===== src/rtl/ca_rank_distributor.sv =====
// ca_rank_distributor
// Registers host CA, checks even parity, and fans each command out to
// NUM_RANKS rank ports, each with its own programmable extra delay and enable.
// Supports 1N and 2N command timing and a drain-then-apply config update.
//
// Ports:
//   clk, rst_n        clock, asynchronous active-low reset
//   ca_in, ca_par_in  host command/address and its even-parity bit
//   cs_n_in           host chip-selects (active low), one per rank
//   ca_valid_in       command valid
//   ca_ready          command accepted on an edge where ca_valid_in && ca_ready
//   rank_enable       per-rank output enable (sampled by the output register)
//   dly_cfg, mode_2n  requested per-rank delay / 2N mode, applied via cfg_update
//   cfg_update        one-cycle pulse requesting a config change
//   cfg_busy          config request pending or draining
//   ca_out, cs_n_out, ca_valid_out   per-rank registered outputs
//   par_err           one-cycle pulse after a parity-failing command
//   par_err_cnt       saturating parity error count
//   dbg_state         current input FSM state (0 ACCEPT, 1 HOLD2N, 2 DRAIN, 3 APPLY)
//
// Handshake: the command interface is valid/ready. A command transfers on a
// rising edge where ca_valid_in && ca_ready; ca_ready comes from a flop and
// never depends combinationally on ca_valid_in.
module ca_rank_distributor #(
  parameter int CA_WIDTH  = 7,
  parameter int NUM_RANKS = 2,
  parameter int MAX_DLY   = 3,
  parameter int DLY_W     = $clog2(MAX_DLY + 1)
) (
  input  logic                           clk,
  input  logic                           rst_n,
  input  logic [CA_WIDTH-1:0]            ca_in,
  input  logic                           ca_par_in,
  input  logic [NUM_RANKS-1:0]           cs_n_in,
  input  logic                           ca_valid_in,
  output logic                           ca_ready,
  input  logic [NUM_RANKS-1:0]           rank_enable,
  input  logic [NUM_RANKS*DLY_W-1:0]     dly_cfg,
  input  logic                           mode_2n,
  input  logic                           cfg_update,
  output logic                           cfg_busy,
  output logic [NUM_RANKS*CA_WIDTH-1:0]  ca_out,
  output logic [NUM_RANKS-1:0]           cs_n_out,
  output logic [NUM_RANKS-1:0]           ca_valid_out,
  output logic                           par_err,
  output logic [15:0]                    par_err_cnt,
  output logic [1:0]                     dbg_state
);

  typedef enum logic [1:0] {ST_ACCEPT, ST_HOLD2N, ST_DRAIN, ST_APPLY} state_t;

  state_t state, state_nxt;
  logic   cfg_pending, pending_nxt;
  logic   mode_act, mode_shadow;
  logic [DLY_W-1:0] dly_act    [NUM_RANKS];
  logic [DLY_W-1:0] dly_shadow [NUM_RANKS];

  // Stage 0
  logic                 s0_valid;
  logic [CA_WIDTH-1:0]  s0_ca;
  logic [NUM_RANKS-1:0] s0_cs_n;
  logic [NUM_RANKS-1:0] hold_cs_n;   // chip-selects replayed in the HOLD2N cycle

  // Per-rank delay line. Entry 0 is always traversed; tap d adds d cycles.
  logic [MAX_DLY:0]     dl_valid [NUM_RANKS];
  logic [MAX_DLY:0]     dl_cs_n  [NUM_RANKS];
  logic [CA_WIDTH-1:0]  dl_ca    [NUM_RANKS][MAX_DLY+1];

  // Output registers
  logic [CA_WIDTH-1:0]  out_ca   [NUM_RANKS];

  logic accept, par_fail, cmd_ok, pipe_empty;

  assign accept   = ca_valid_in && ca_ready;
  assign par_fail = ^{ca_in, ca_par_in};
  assign cmd_ok   = accept && !par_fail;
  assign dbg_state = state;

  function automatic logic [DLY_W-1:0] clamp_dly(input logic [DLY_W-1:0] d);
    if (d > DLY_W'(MAX_DLY)) clamp_dly = DLY_W'(MAX_DLY);
    else                     clamp_dly = d;
  endfunction

  always_comb begin
    pipe_empty = !s0_valid;
    for (int r = 0; r < NUM_RANKS; r++) begin
      if ((|dl_valid[r]) || ca_valid_out[r]) pipe_empty = 1'b0;
    end
  end

  // A new cfg_update always re-arms the request, even during APPLY, so the
  // latest shadow value is guaranteed to be applied by a later APPLY.
  always_comb begin
    state_nxt   = state;
    pending_nxt = cfg_pending;
    if (state == ST_APPLY) pending_nxt = 1'b0;
    if (cfg_update)        pending_nxt = 1'b1;
    case (state)
      ST_ACCEPT: begin
        if (cfg_pending)             state_nxt = ST_DRAIN;
        else if (cmd_ok && mode_act) state_nxt = ST_HOLD2N;
      end
      ST_HOLD2N: state_nxt = ST_ACCEPT;
      ST_DRAIN:  if (pipe_empty) state_nxt = ST_APPLY;
      ST_APPLY:  state_nxt = ST_ACCEPT;
      default:   state_nxt = ST_ACCEPT;
    endcase
  end

  // Control registers. ca_ready / cfg_busy are registered from next-state so
  // they come straight from flops.
  always_ff @(posedge clk or negedge rst_n) begin
    if (!rst_n) begin
      state       <= ST_ACCEPT;
      cfg_pending <= 1'b0;
      ca_ready    <= 1'b1;
      cfg_busy    <= 1'b0;
      mode_act    <= 1'b0;
      mode_shadow <= 1'b0;
      for (int r = 0; r < NUM_RANKS; r++) begin
        dly_act[r]    <= '0;
        dly_shadow[r] <= '0;
      end
    end else begin
      state       <= state_nxt;
      cfg_pending <= pending_nxt;
      ca_ready    <= (state_nxt == ST_ACCEPT) && !pending_nxt;
      cfg_busy    <= pending_nxt || (state_nxt == ST_DRAIN) || (state_nxt == ST_APPLY);
      if (cfg_update) begin
        mode_shadow <= mode_2n;
        for (int r = 0; r < NUM_RANKS; r++)
          dly_shadow[r] <= clamp_dly(dly_cfg[r*DLY_W +: DLY_W]);
      end
      if (state == ST_APPLY) begin
        mode_act <= mode_shadow;
        for (int r = 0; r < NUM_RANKS; r++) dly_act[r] <= dly_shadow[r];
      end
    end
  end

  // Parity error pulse and saturating counter
  always_ff @(posedge clk or negedge rst_n) begin
    if (!rst_n) begin
      par_err     <= 1'b0;
      par_err_cnt <= '0;
    end else begin
      par_err <= accept && par_fail;
      if (accept && par_fail && (par_err_cnt != 16'hFFFF))
        par_err_cnt <= par_err_cnt + 16'd1;
    end
  end

  // Stage 0. In 2N the first cycle carries the CA with chip-selects
  // deasserted; the HOLD2N cycle repeats the CA with the real chip-selects.
  always_ff @(posedge clk or negedge rst_n) begin
    if (!rst_n) begin
      s0_valid  <= 1'b0;
      s0_ca     <= '0;
      s0_cs_n   <= '1;
      hold_cs_n <= '1;
    end else if (state == ST_HOLD2N) begin
      s0_valid <= 1'b1;
      s0_cs_n  <= hold_cs_n;
    end else if (state == ST_ACCEPT && cmd_ok) begin
      s0_valid <= 1'b1;
      s0_ca    <= ca_in;
      if (mode_act) begin
        s0_cs_n   <= '1;
        hold_cs_n <= cs_n_in;
      end else begin
        s0_cs_n   <= cs_n_in;
      end
    end else begin
      s0_valid <= 1'b0;
      s0_ca    <= '0;
      s0_cs_n  <= '1;
    end
  end

  // Delay lines keep shifting regardless of rank_enable.
  always_ff @(posedge clk or negedge rst_n) begin
    if (!rst_n) begin
      for (int r = 0; r < NUM_RANKS; r++) begin
        dl_valid[r] <= '0;
        dl_cs_n[r]  <= '1;
        for (int k = 0; k <= MAX_DLY; k++) dl_ca[r][k] <= '0;
      end
    end else begin
      for (int r = 0; r < NUM_RANKS; r++) begin
        dl_valid[r] <= {dl_valid[r][MAX_DLY-1:0], s0_valid};
        dl_cs_n[r]  <= {dl_cs_n[r][MAX_DLY-1:0], s0_cs_n[r]};
        dl_ca[r][0] <= s0_ca;
        for (int k = 1; k <= MAX_DLY; k++) dl_ca[r][k] <= dl_ca[r][k-1];
      end
    end
  end

  // Output registers
  always_ff @(posedge clk or negedge rst_n) begin
    if (!rst_n) begin
      for (int r = 0; r < NUM_RANKS; r++) begin
        out_ca[r]       <= '0;
        cs_n_out[r]     <= 1'b1;
        ca_valid_out[r] <= 1'b0;
      end
    end else begin
      for (int r = 0; r < NUM_RANKS; r++) begin
        if (!rank_enable[r]) begin
          out_ca[r]       <= '0;
          cs_n_out[r]     <= 1'b1;
          ca_valid_out[r] <= 1'b0;
        end else begin
          out_ca[r]       <= dl_ca[r][dly_act[r]];
          cs_n_out[r]     <= dl_cs_n[r][dly_act[r]];
          ca_valid_out[r] <= dl_valid[r][dly_act[r]];
        end
      end
    end
  end

  for (genvar g = 0; g < NUM_RANKS; g++) begin : g_ca_out
    assign ca_out[g*CA_WIDTH +: CA_WIDTH] = out_ca[g];
  end

endmodule


===== config.mk =====
export PLATFORM = sky130hd
export DESIGN_NAME = ca_rank_distributor
export DESIGN_NICKNAME = d
export VERILOG_FILES = /design/src/rtl/ca_rank_distributor.sv
export SDC_FILE = /design/constraint.sdc
export NUM_CORES = 1
export LEC_CHECK = 0
export BUFFER_PORTS_ARGS = -buffer_cell sky130_fd_sc_hd__buf_2
export CORE_ASPECT_RATIO = 0.8
export CORE_MARGIN = 5
export CORE_UTILIZATION = 56
export DETAILED_ROUTE_END_ITERATION = 12
export PLACE_DENSITY = 0.79
export SLEW_MARGIN = 20
export SYNTH_ARGS = -nofsm -noshare
export SYNTH_HDL_FRONTEND = slang
export SYNTH_SLANG_ARGS = --single-unit

===== constraint.sdc =====
create_clock -name clk -period 2.1 [get_ports clk]
set_input_delay 0.105 -clock clk [delete_from_list [all_inputs] [get_ports clk]]
set_output_delay 0.105 -clock clk [all_outputs]
set_load 0.05 [all_outputs]

; ---- Word-level counts from Yosys, hierarchy flattened
; Cells that the tools add are included.
; Widths: inputs -> output; s select.
[word_totals]
ff_bits = 106
in_bits = 21
output_inout_bits = 39
wordCells = 101
[op_classes]
addsub = 1
order_cmp = 6
eq_ne = 6
muxes = 36
bitwise = 3
n_reduce_logical = 21
[ops]
columns = cell, count
row1 = $mux 7, 7
row2 = $bmux 7 s2, 2
row3 = $add 16x1->16 const B, 1
row4 = $mux 2, 8
row5 = $ne 16x16->1 const B, 1
row6 = $mux 1, 14
row7 = $bmux 1 s2, 4
row8 = $eq 2x2->1 const B, 4
row9 = $reduce_or 4->1, 2
row10 = $reduce_xor 8->1, 1
row11 = $logic_and 1x1->1, 7
row12 = $ge 3x3->1 const B, 2
row13 = $lt 2x3->1 const B, 2
row14 = $not 2->3, 2
row15 = $pmux 2 s3, 1
row16 = $gt 2x2->1 const B, 2
row17 = $logic_not 2->1, 2
row18 = $logic_or 1x1->1, 4
row19 = $logic_not 1->1, 3
row20 = $reduce_and 3->1, 1
row21 = $eq 2x1->1 const B, 1
row22 = $reduce_or 2->1, 1
row23 = $not 1->1, 1

; ---- Logic depth before layout (Yosys ltp)
; Gate-level depths: netlist of the first run.
[depth]
ltp_word = 10
depth_mapped = 7
depth_no_buf = 6

; ---- Worst setup path before layout of the first run
; OpenSTA, ideal clock, no wires.
[synth_timing]
path_type = register to register
startpoint = reg par_err_cnt[6]
endpoint = reg par_err_cnt[15]
setup_time_ps = 82
t_arrival_ps = 2026
setup_slack_ps = -7
path_stages_with_launch = 6
synth_period_minus_slack_ps = 2107
cell_sequence = dfrtp_1 -> nand4_2 -> or3_4 -> or4_4 -> nor2_2 -> xor2_1
[synth_via]
elab_chain_cells = 2
word_cells_on_any_way = 3
classes_between = 1 x add/sub / 1 x eq/ne / 1 x reduce/logical
[synth_lines]
columns = item, line_no
row1 = start: declaration, 46  ; output logic [15:0] par_err_cnt,
row2 = start signal: assignment, 149  ; par_err_cnt <= par_err_cnt + 16'd1;
row3 = branches (longest 2 deep; another with $add 16x1->16), --
; Parallel ways; which one is timed is not known.
; A chain may end at the register's enable or synchronous reset.

; ---- Worst setup path after layout of the first run
[layout_timing]
startpoint = in ca_in[1]
endpoint = reg hold_cs_n[0]
[layout_via]
elab_chain_cells = 5
[layout_lines]
columns = item, line_no
row1 = start: declaration, 32  ; input logic [CA_WIDTH-1:0] ca_in,
row2 = $reduce_xor 8->1, 75  ; assign par_fail = ^{ca_in, ca_par_in};
row3 = $logic_not 1->1, 76  ; assign cmd_ok = accept && !par_fail;
row4 = $logic_and 1x1->1, 76
row5 = $logic_and 1x1->1, 164  ; end else if (state == ST_ACCEPT && cmd_ok) begin
row6 = $reduce_and 3->1 (no line), --
row7 = end signal: assignment, 169  ; hold_cs_n <= cs_n_in;
row8 = end: declaration, 62  ; logic [NUM_RANKS-1:0] hold_cs_n;
; Every way passes these cells.

==> reports/qor.txt, run 1 <==
IO Pins: 60
final instance area: 4750 um^2
Vias: 2439
core area: 6890 um^2
Clock Skew: 0.0111 ns
DRT Pass-1 Iters: 4
clk_lat worst skew: 0.37 ns
ANT nets after route: 0
CTS tree: done
critical path capture point type: register
Yosys top cell by area: dfrtp_1
first-pass GRT wire length: 13000 um
final WL: 7550 um
Die Y: 85.2 um
Iter 0 DRT Violations: 149
CTS Buffer Depth: 2
Ys Warns: 0
f_max: 0.513 GHz
remaining global-route overflow: 0
post-synthesis register bit count: 102
Pins Over Slew Limit: 0
Hold WC Path Type: in2reg
routed vias/inst: 5.58
largest net degree at the start of global routing: 51
sequential cell area fraction in the yosys report: 64.9%
top cells by area, synth: dfrtp_1 (55%), mux4_2 (10%), dfstp_2 (9.9%), mux2_2 (4.0%), xor2_1 (2.9%)
Synth top area share: 55.0%
Syn Inst Count: 263
Die X: 104 um
fillers: 487
GPL Wtd Cong: 0.852
Tot GR Track Use: 18.6%
placed cell count: 405
clk root buf: clkbuf_8
Req. time, crit path: 2.41 ns
worst-path fanout max: 20
slew margin rel.: 58.9%
Clock Sink Count: 102
Worst Tran Pin Value: 0.617 ns
Setup Crit Path Kind: in2reg
syn_nets: 285
H-tree Lvls: 3
final std cells w/o fill: 437
Area Overhead vs Synth: 19.9%
outcome: complete, no violations
final setup violation count: 0
Cell Area, Placed: 4390 um^2
final count of hold timing violations: 0
Main synth FF type: dfrtp_1
Initial Utilization: 57.5%
power density over the cells: 1060 nW/um^2
Mapped Avg Cell Area: 15.1 um^2
number of synthesized flops with an enable pin: 0
critical path data arrival time: 2.26 ns
fin crit period: 1.95 ns
setup bufs post-CTS: 0
Worst setup SP type: primary input
RSZ-0062 raised after global routing: no
maximum vdd drop: 0.000898 V
max-capacitance violation count: 0
# port buffers: 59
Commonest cells post-synth: dfrtp_1 (87), mux4_2 (18), and2_1 (17)
fin crit share: 92.8%
Nets: 367
layout cell share with drive strength beyond 1: 39.4%
Setup TNS: 0 ns
initial antenna violation count: 0
TritonCTS Buffers: 9
vias in the first global route: 2568
Worst-path clk slew: 0.11 ns
FFs w/ async S/R, synth: 100%
ANT cells: 0
die area: 8870 um^2
synthesized area: 3960 um^2
wire length per cell: 17.3 um
hpwl dp: 5060 um
Unique masters post-synth: 36
FP Rows: 27
Leak Pwr: 2.33 nW
most numerous cell in the Yosys netlist: dfrtp_1
DRC: 0
cells by family (layout without fill, tap and decap cells):
family | Yosys count | count (layout) | share of synthesized area (%)
DFF | 102 | 102 | 64.9
and+or+nand+nor | 77 | 77 | 11.5
muxes | 32 | 32 | 14.2
xor gates and xnor gates | 20 | 20 | 4.42
AOI/OAI and AO/OA | 17 | 17 | 3.03
buffers and inverters | 14 | 101 | 1.64
adders and majority gates | 1 | 1 | 0.316
sequential cells by signal, indices dropped and copies added, names as in the netlist, 2 cells and up:
register      count
dly_shadow        4
dly_act           4
dl_valid          4
ca_valid_out      2
ca_out           14
dbg_state         2
cs_n_out          2
s0_ca             7
dl_cs_n           8
hold_cs_n         2
par_err_cnt      16
s0_cs_n           2
dl_ca            28
metrics by stage:
step	power, mW	hold WS [ns]	util [%]	worst slack [ns]
4_1_cts	5.09	0.0152	68.9	0.183
5_1_grt	5.32	0.0234	68.9	0.0755
6_report	5.05	0.0269	68.9	0.151
3_5_place_dp	3.87	0.166	63.7	0.205
2_1_floorplan	3.51	-0.191	-	0.00327
3_3_place_gp	3.83	0.151	63.7	0.285
layer usage:
metal  global-route usage (%)  wire length [um]  vias up
met2                     30.2              3780       64
li1                         -                 -     1110
met5                        0                 0        -
met4                     6.59               151        0
met1                     24.3              3220     1251
met3                     5.55               400       14
final timing paths:
path	start	cells after the start	endpoint	slack, ns
worst min register to register	s0_cs_n[1]	0	dl_cs_n[0]	0.36
worst max-delay path	ca_in[1]	8	hold_cs_n[0]	0.15
worst min-delay path	rank_enable[1]	2	cs_n_out[1]	0.03
max in group asynchronous	rst_n	3	hold_cs_n[0]	1.09
worst max register to register	par_err_cnt[0]	7	par_err_cnt[9]	0.18
min in group asynchronous	rst_n	2	ca_out[3]	0.30
worst max-delay path, cell delays in order:
cell           delay, ns
dlygate4sd3_1       0.56
buf_2               0.15
xnor2_1             0.21
xnor2_1             0.12
xnor2_1             0.31
buf_12              0.20
and3_1              0.24
mux2_2              0.36
power by group:
group | leakage [nW] | switching [mW] | internal (mW) | total [mW]
combinational | 0.910 | 0.661 | 0.517 | 1.18
sequential | 1.32 | 0.389 | 2.28 | 2.67
clock | 0.101 | 0.735 | 0.470 | 1.21
cell type report:
type                    count  area, um^2  area share (%)
flip-flops and latches    102        2570            54.1
clock buffers               9         124            2.61
multi-input cells         147        1330            27.9
repair buffers             82         536            11.3
well taps                  87         109            2.29
clock inverters             7        73.8            1.55
inverters                   3        11.3           0.237
cells in the final DEF (no fill, tap or decap), types with 10 or more instances in the layout:
master / n
nor2_1: 11
and2_1: 17
dfrtp_1: 86
dlygate4sd3_1: 16
mux2_2: 14
mux4_2: 18
dfstp_2: 15
buf_2: 58
xor2_1: 13
nand2_1: 10
what timing repair did:
action                                  in CTS  in global routing
hold buffers                                16                  0
endpoints found under the setup margin       0                  0
hold endpoints to repair                    60                  0
gates resized for setup                      0                  0
(Power assumes the default switching activity.)
==> inputs of run 2 (changes only) <==
--- a/config.mk
+++ b/config.mk
@@ -6,11 +6,13 @@
 export NUM_CORES = 1
 export LEC_CHECK = 0
 export BUFFER_PORTS_ARGS = -buffer_cell sky130_fd_sc_hd__buf_2
+export CELL_PAD_IN_SITES_DETAIL_PLACEMENT = 0
+export CELL_PAD_IN_SITES_GLOBAL_PLACEMENT = 2
 export CORE_ASPECT_RATIO = 0.8
 export CORE_MARGIN = 5
-export CORE_UTILIZATION = 56
+export CORE_UTILIZATION = 40
 export DETAILED_ROUTE_END_ITERATION = 12
-export PLACE_DENSITY = 0.79
+export PLACE_DENSITY_LB_ADDON = 0.15
 export SLEW_MARGIN = 20
 export SYNTH_ARGS = -nofsm -noshare
 export SYNTH_HDL_FRONTEND = slang
==> run 2 against run 1 <==
Effect of this change: combinational power about the same; flip-flop and latch count unchanged; clock-buffer cell count up 2; clock power up 50%; global-route usage down 4.3 points; critical endpoint is now par_err_cnt[1]; sequential share of layout area down 1.5 points; clock skew down 0.0057 ns; cell count up 9.8%; utilization down 18 points; via count down 5.0%; power up 12%; hold slack worse by 0.0061 ns; largest power group unchanged; critical path type unchanged.
==> reports/qor.txt, run 2 (same netlist as run 1, synthesis figures left out) <==
outcome: complete, no violations
fin crit share: 91.1%
post-cts resize count: 0
core area: 9650 um^2
Crit Reg-Reg Startpoint: par_err_cnt[0]
f_max: 0.523 GHz
Setup TNS: 0 ns
Tot GR Track Use: 14.3%
final instance area: 4880 um^2
hold depth: 3
CTS Buffer Depth: 2
Leak Pwr: 2.37 nW
placed cell count: 456
ANT nets after route: 0
Tot Pwr: 5.67 mW
Setup Crit Path Kind: in2reg
most common cell after layout, fill and taps aside: dfrtp_1
H-tree Lvls: 3
Top Layer Used: met4
final WL: 7870 um
Area Overhead vs Synth: 23.3%
critical path capture point type: register
TritonCTS Buffers: 9
HP Start: cs_n_in[0]
RSZ-0062 raised after global routing: no
final setup violation count: 0
Psw: 1.76 mW
CP delay by family, top: buffers and inverters
layout cell share with drive strength beyond 1: 40.7%
hpwl dp: 5580 um
final std cells w/o fill: 480
Hold WC Path Type: in2reg
final count of hold timing violations: 0
wire length per cell: 16.4 um
Critical R2R Capture: par_err_cnt[9]
Clock Sink Count: 102
CTS tree: done
largest net degree at the start of global routing: 36
Critical Path, Cell by Cell: dlygate4sd3_1, buf_2, xnor2_1, xnor2_1, xnor2_1, buf_12, nor3_1, mux2_2
register share of total power: 47.4%
clk root buf: clkbuf_16
M1 WL: 3880 um
IO Pins: 60
first-pass GRT wire length: 13100 um
R2R Setup Slk: 0.21 ns
vias in the first global route: 2420
GPL Wtd Cong: 0.810
Nets: 361
crit path buf inv count: 3
Vias: 2318
slowest CP cell: dlygate4sd3_1
DRT Pass-1 Iters: 4
most used cell, CP: xnor2_1
Worst-path clk slew: 0.07 ns
fin crit period: 1.91 ns
Internal: 3.91 mW
Pins Over Slew Limit: 0
slew margin rel.: 54.2%
Initial Utilization: 41.1%
number of flip-flops under the largest register name: 28
Layout Utilization: 50.6%
# port buffers: 59
DRC: 0
Iter 0 DRT Violations: 108
clock share of power: 31.9%
worst-path fanout max: 20
maximum vdd drop: 0.000703 V
Req. time, crit path: 2.33 ns
max-capacitance violation count: 0
WHS Endpoint: s0_cs_n[0]
met3 routed wirelength: 311 um
Clock Skew: 0.00538 ns
CP peak stage delay: 0.53 ns
Cell Area, Placed: 4470 um^2
Worst Tran Pin Value: 0.687 ns
routed vias/inst: 4.83
power density over the cells: 1160 nW/um^2
Die Y: 99.0 um
Die X: 121 um
remaining global-route overflow: 0
die area: 12000 um^2
clk_lat worst skew: 0.34 ns
ANT cells: 0
Logic pwr share: 20.7%
R2R cell count: 7
Largest Register: dl_ca
initial antenna violation count: 0
most frequent cells in the layout: dfrtp_1 (86), buf_2 (58), mux4_2 (18), and2_1 (17), dfstp_2 (15)
Net Sw Frac: 31.1%
met2 wire length: 3590 um
FP Rows: 32
Worst setup SP type: primary input
critical path data arrival time: 2.14 ns
==> run 2: layout make-up <==
cell class              instances  area, um^2
inverters                       3        11.3
clock buffers                  11         253
clock inverters                 5        81.3
well taps                     136         170
fillers                       835        4770
repair buffers                 76         470
multi-input cells             147        1330
flip-flops and latches        102        2570
==> run 2: how the worst max path moves through the flow <==
stage / from / end / slack [ns] / depth (start not counted)
2_1_floorplan: par_err_cnt[8] / par_err_cnt[15] / 0.003 / 5
6_report: ca_in[5] / par_err_cnt[1] / 0.19 / 8
5_1_grt: ca_in[5] / par_err_cnt[1] / 0.07 / 8
3_5_place_dp: par_err_cnt[0] / par_err_cnt[9] / 0.24 / 7
3_3_place_gp: par_err_cnt[3] / par_err_cnt[15] / 0.24 / 5
4_1_cts: ca_in[4] / hold_cs_n[0] / 0.18 / 8
==> run 2: routing by layer <==
metal / vias up / global-route usage [%]
met2: 38 / 21.1
met1: 1168 / 20.5
met5: - / 0
li1: 1104 / -
met3: 8 / 4.65
met4: 0 / 3.88
==> run 2: worst register-to-register path: cells and delay by family (launching register included) <==
kind                       cells  cell delay, ns
DFF                            1            0.42
buffers and inverters          1            0.17
adders and majority gates      1            0.27
xor gates and xnor gates       1            0.15
and+or+nand+nor                4            0.79
==> run 2: power groups by stage <==
stage,registers (mW),logic [mW],clock network (mW)
3_5_place_dp,2.73,1.18,0
5_1_grt,2.75,1.26,1.96
2_1_floorplan,2.77,0.732,0
3_3_place_gp,2.72,1.18,0
6_report,2.69,1.17,1.81
4_1_cts,2.70,1.19,1.87
==> run 2: what timing repair did <==
action	in CTS	in global routing
setup buffers	0	0
hold buffers	8	0
endpoints found under the hold margin	37	0
==> run 2: through the flow <==
stage	setup slack [ns]	hold slack (ns)
after detailed placement	0.240	0.0907
after CTS	0.184	0.00763
after global placement	0.241	0.0891
after global routing	0.0746	0.0100
final	0.186	0.0207
after floorplan	0.00327	-0.191
==> inputs of run 3 (changes only) <==
==> config.mk (replaced) <==
export PLATFORM = sky130hd
export DESIGN_NAME = ca_rank_distributor
export DESIGN_NICKNAME = d
export VERILOG_FILES = /design/src/rtl/ca_rank_distributor.sv
export SDC_FILE = /design/constraint.sdc
export NUM_CORES = 1
export LEC_CHECK = 0
export BUFFER_PORTS_ARGS = -buffer_cell sky130_fd_sc_hd__clkbuf_2
export CELL_PAD_IN_SITES_DETAIL_PLACEMENT = 0
export CELL_PAD_IN_SITES_GLOBAL_PLACEMENT = 1
export CORE_ASPECT_RATIO = 0.8
export CORE_MARGIN = 5
export CORE_UTILIZATION = 46
export DETAILED_ROUTE_END_ITERATION = 12
export PLACE_DENSITY_LB_ADDON = 0.15
export RECOVER_POWER = 50
export SLEW_MARGIN = 20
export SYNTH_ARGS = -nofsm -noshare
export SYNTH_HDL_FRONTEND = slang
export SYNTH_SLANG_ARGS = --single-unit
==> run 3 against run 2 <==
Effect of this change: routed wire length is 1.0% higher; final area up 0.18%; sequential power down 1%; fmax down 0.80%; worst setup slack lost 0.016 ns; critical path depth is the same; utilization rose by 7.3 points; die area decreased by 12%; flip-flop and latch count did not move; non-clock buffer count grew 24; clock-buffer cell count is 2 lower.
==> reports/qor.txt, run 3 (same netlist as run 1, synthesis figures left out) <==
slew margin rel.: 23.4%
worst-path fanout max: 18
R2R Setup Slk: 0.19 ns
Die X: 114 um
Top Layer Used: met4
Clock Skew: 0.0119 ns
fin crit period: 1.93 ns
Die Y: 93 um
CTS Buffer Depth: 2
initial antenna violation count: 0
CTS tree: done
max-capacitance violation count: 0
critical path data arrival time: 2.17 ns
IO Pins: 60
Iter 0 DRT Violations: 131
Req. time, crit path: 2.34 ns
H-tree Lvls: 3
final setup violation count: 0
Tot GR Track Use: 17.1%
CP delay by family, top: buffers and inverters
remaining global-route overflow: 0
R2R cell count: 6
critical path endpoint: par_err_cnt[1]
clk root buf: clkbuf_8
Setup Crit Path Kind: in2reg
Pins Over Slew Limit: 0
final std cells w/o fill: 480
f_max: 0.518 GHz
Leak Pwr: 2.39 nW
RSZ-0062 raised after global routing: no
Initial Utilization: 46.9%
DP Worst Slack: 0.178 ns
FP Rows: 30
most common cell after layout, fill and taps aside: dfrtp_1
post-cts resize count: 0
final count of hold timing violations: 0
Critical R2R Capture: par_err_cnt[14]
first-pass GRT wire length: 13700 um
Hold WC Path Type: in2reg
slowest CP cell: dlygate4sd3_1
DRT Pass-1 Iters: 4
maximum vdd drop: 0.000589 V
Vias: 2418
Worst Tran Pin Value: 1.15 ns
fillers: 693
TritonCTS Buffers: 9
largest net degree at the start of global routing: 50
die area: 10600 um^2
met2 wire length: 3590 um
M1 WL: 3960 um
layout cell share with drive strength beyond 1: 41.6%
met3 routed wirelength: 343 um
CP peak stage delay: 0.54 ns
core area: 8450 um^2
critical path capture point type: register
worst setup margin: 0.171 ns
Worst-path clk slew: 0.11 ns
Clock Sink Count: 102
Setup TNS: 0 ns
crit path buf inv count: 3
outcome: complete, no violations
Crit Reg-Reg Startpoint: par_err_cnt[10]
Worst setup SP type: primary input
number of flip-flops under the largest register name: 28
Area Overhead vs Synth: 23.5%
DRC: 0
clk_lat worst skew: 0.36 ns
vias in the first global route: 2510
most used cell, CP: xnor2_1
Critical Path, Cell by Cell: dlygate4sd3_1, clkbuf_2, xnor2_1, xnor2_1, xnor2_1, buf_4, nor3_1, mux2_2
ANT cells: 0
wire length per cell: 16.6 um
Largest Register: dl_ca
routed vias/inst: 5.04
Nets: 385
placed cell count: 449
# port buffers: 59
final WL: 7950 um
power density over the cells: 1050 nW/um^2
instance count on the critical path: 8
most frequent cells in the layout: dfrtp_1 (86), clkbuf_2 (60), buf_4 (23), mux4_2 (18), and2_1 (17)
Worst Setup SP: ca_in[6]
GPL Wtd Cong: 0.780
Tot Pwr: 5.15 mW
fin crit share: 91.9%
ANT nets after route: 0
hpwl dp: 5640 um
==> run 3: cell count changes in the layout (fill, tap and decap cells not counted), sizes merged <==
cell,delta
clkinvlp,-1
clkbuf,+60
clkinv,+1
bufinv,-1
dlygate4sd3,+7
inv,+3
buf,-45
==> run 3: repair_timing <==
action	4_1_cts	5_1_grt
setup buffers	0	0
endpoints found under the hold margin	59	1
setup endpoints to repair	0	0
hold buffers	14	1
==> run 3: routing by layer <==
| metal | track usage, % | vias up |
|---|---|---|
| li1 | - | 1150 |
| met1 | 25.9 | 1215 |
| met2 | 24.7 | 46 |
| met3 | 4.98 | 7 |
| met4 | 3.00 | 0 |
| met5 | 0 | - |
==> run 3: power breakdown <==
group / total (mW) / internal (mW) / leakage, nW / switching [mW]
registers: 2.65 / 2.27 / 1.32 / 0.378
logic: 1.24 / 0.537 / 0.971 / 0.699
clock network: 1.27 / 0.567 / 0.105 / 0.698
==> run 3: cell type report <==
type / count / area [um^2] / area share, %
clock buffer: 9 / 124 / 2.53
clock inverter: 7 / 78.8 / 1.61
inverter: 3 / 11.3 / 0.230
multi-input combinational: 147 / 1330 / 27.2
sequential: 102 / 2570 / 52.6
tap: 112 / 140 / 2.86
timing repair buffer: 100 / 634 / 13.0
==> run 3: how the worst min path moves through the flow <==
stage | to | cells after the start | from
after floorplan | ca_out[0] | 0 | rst_n
after global placement | ca_out[5] | 1 | rst_n
after detailed placement | ca_out[5] | 1 | rst_n
after CTS | s0_ca[3] | 2 | ca_in[3]
after global routing | cs_n_out[0] | 2 | rank_enable[0]
final | cs_n_out[0] | 2 | rank_enable[0]
==> run 3: worst reg2reg max path: stages (launching register included) <==
cell and delay (ns):
dfrtp_1 0.37, nand4_2 0.17, buf_4 0.18, or3_4 0.35, or4_1 0.51, nor2_1 0.13, xor2_1 0.15
==> run 3: stage by stage <==
step	util (%)	area [um^2]	hold WS, ns
after detailed placement	54.0	4560	0.160
after floorplan	-	3960	-0.191
after CTS	58.1	4900	0.00829
after global placement	53.9	4550	0.160
final	57.9	4890	0.0405
after global routing	57.9	4890	0.0461
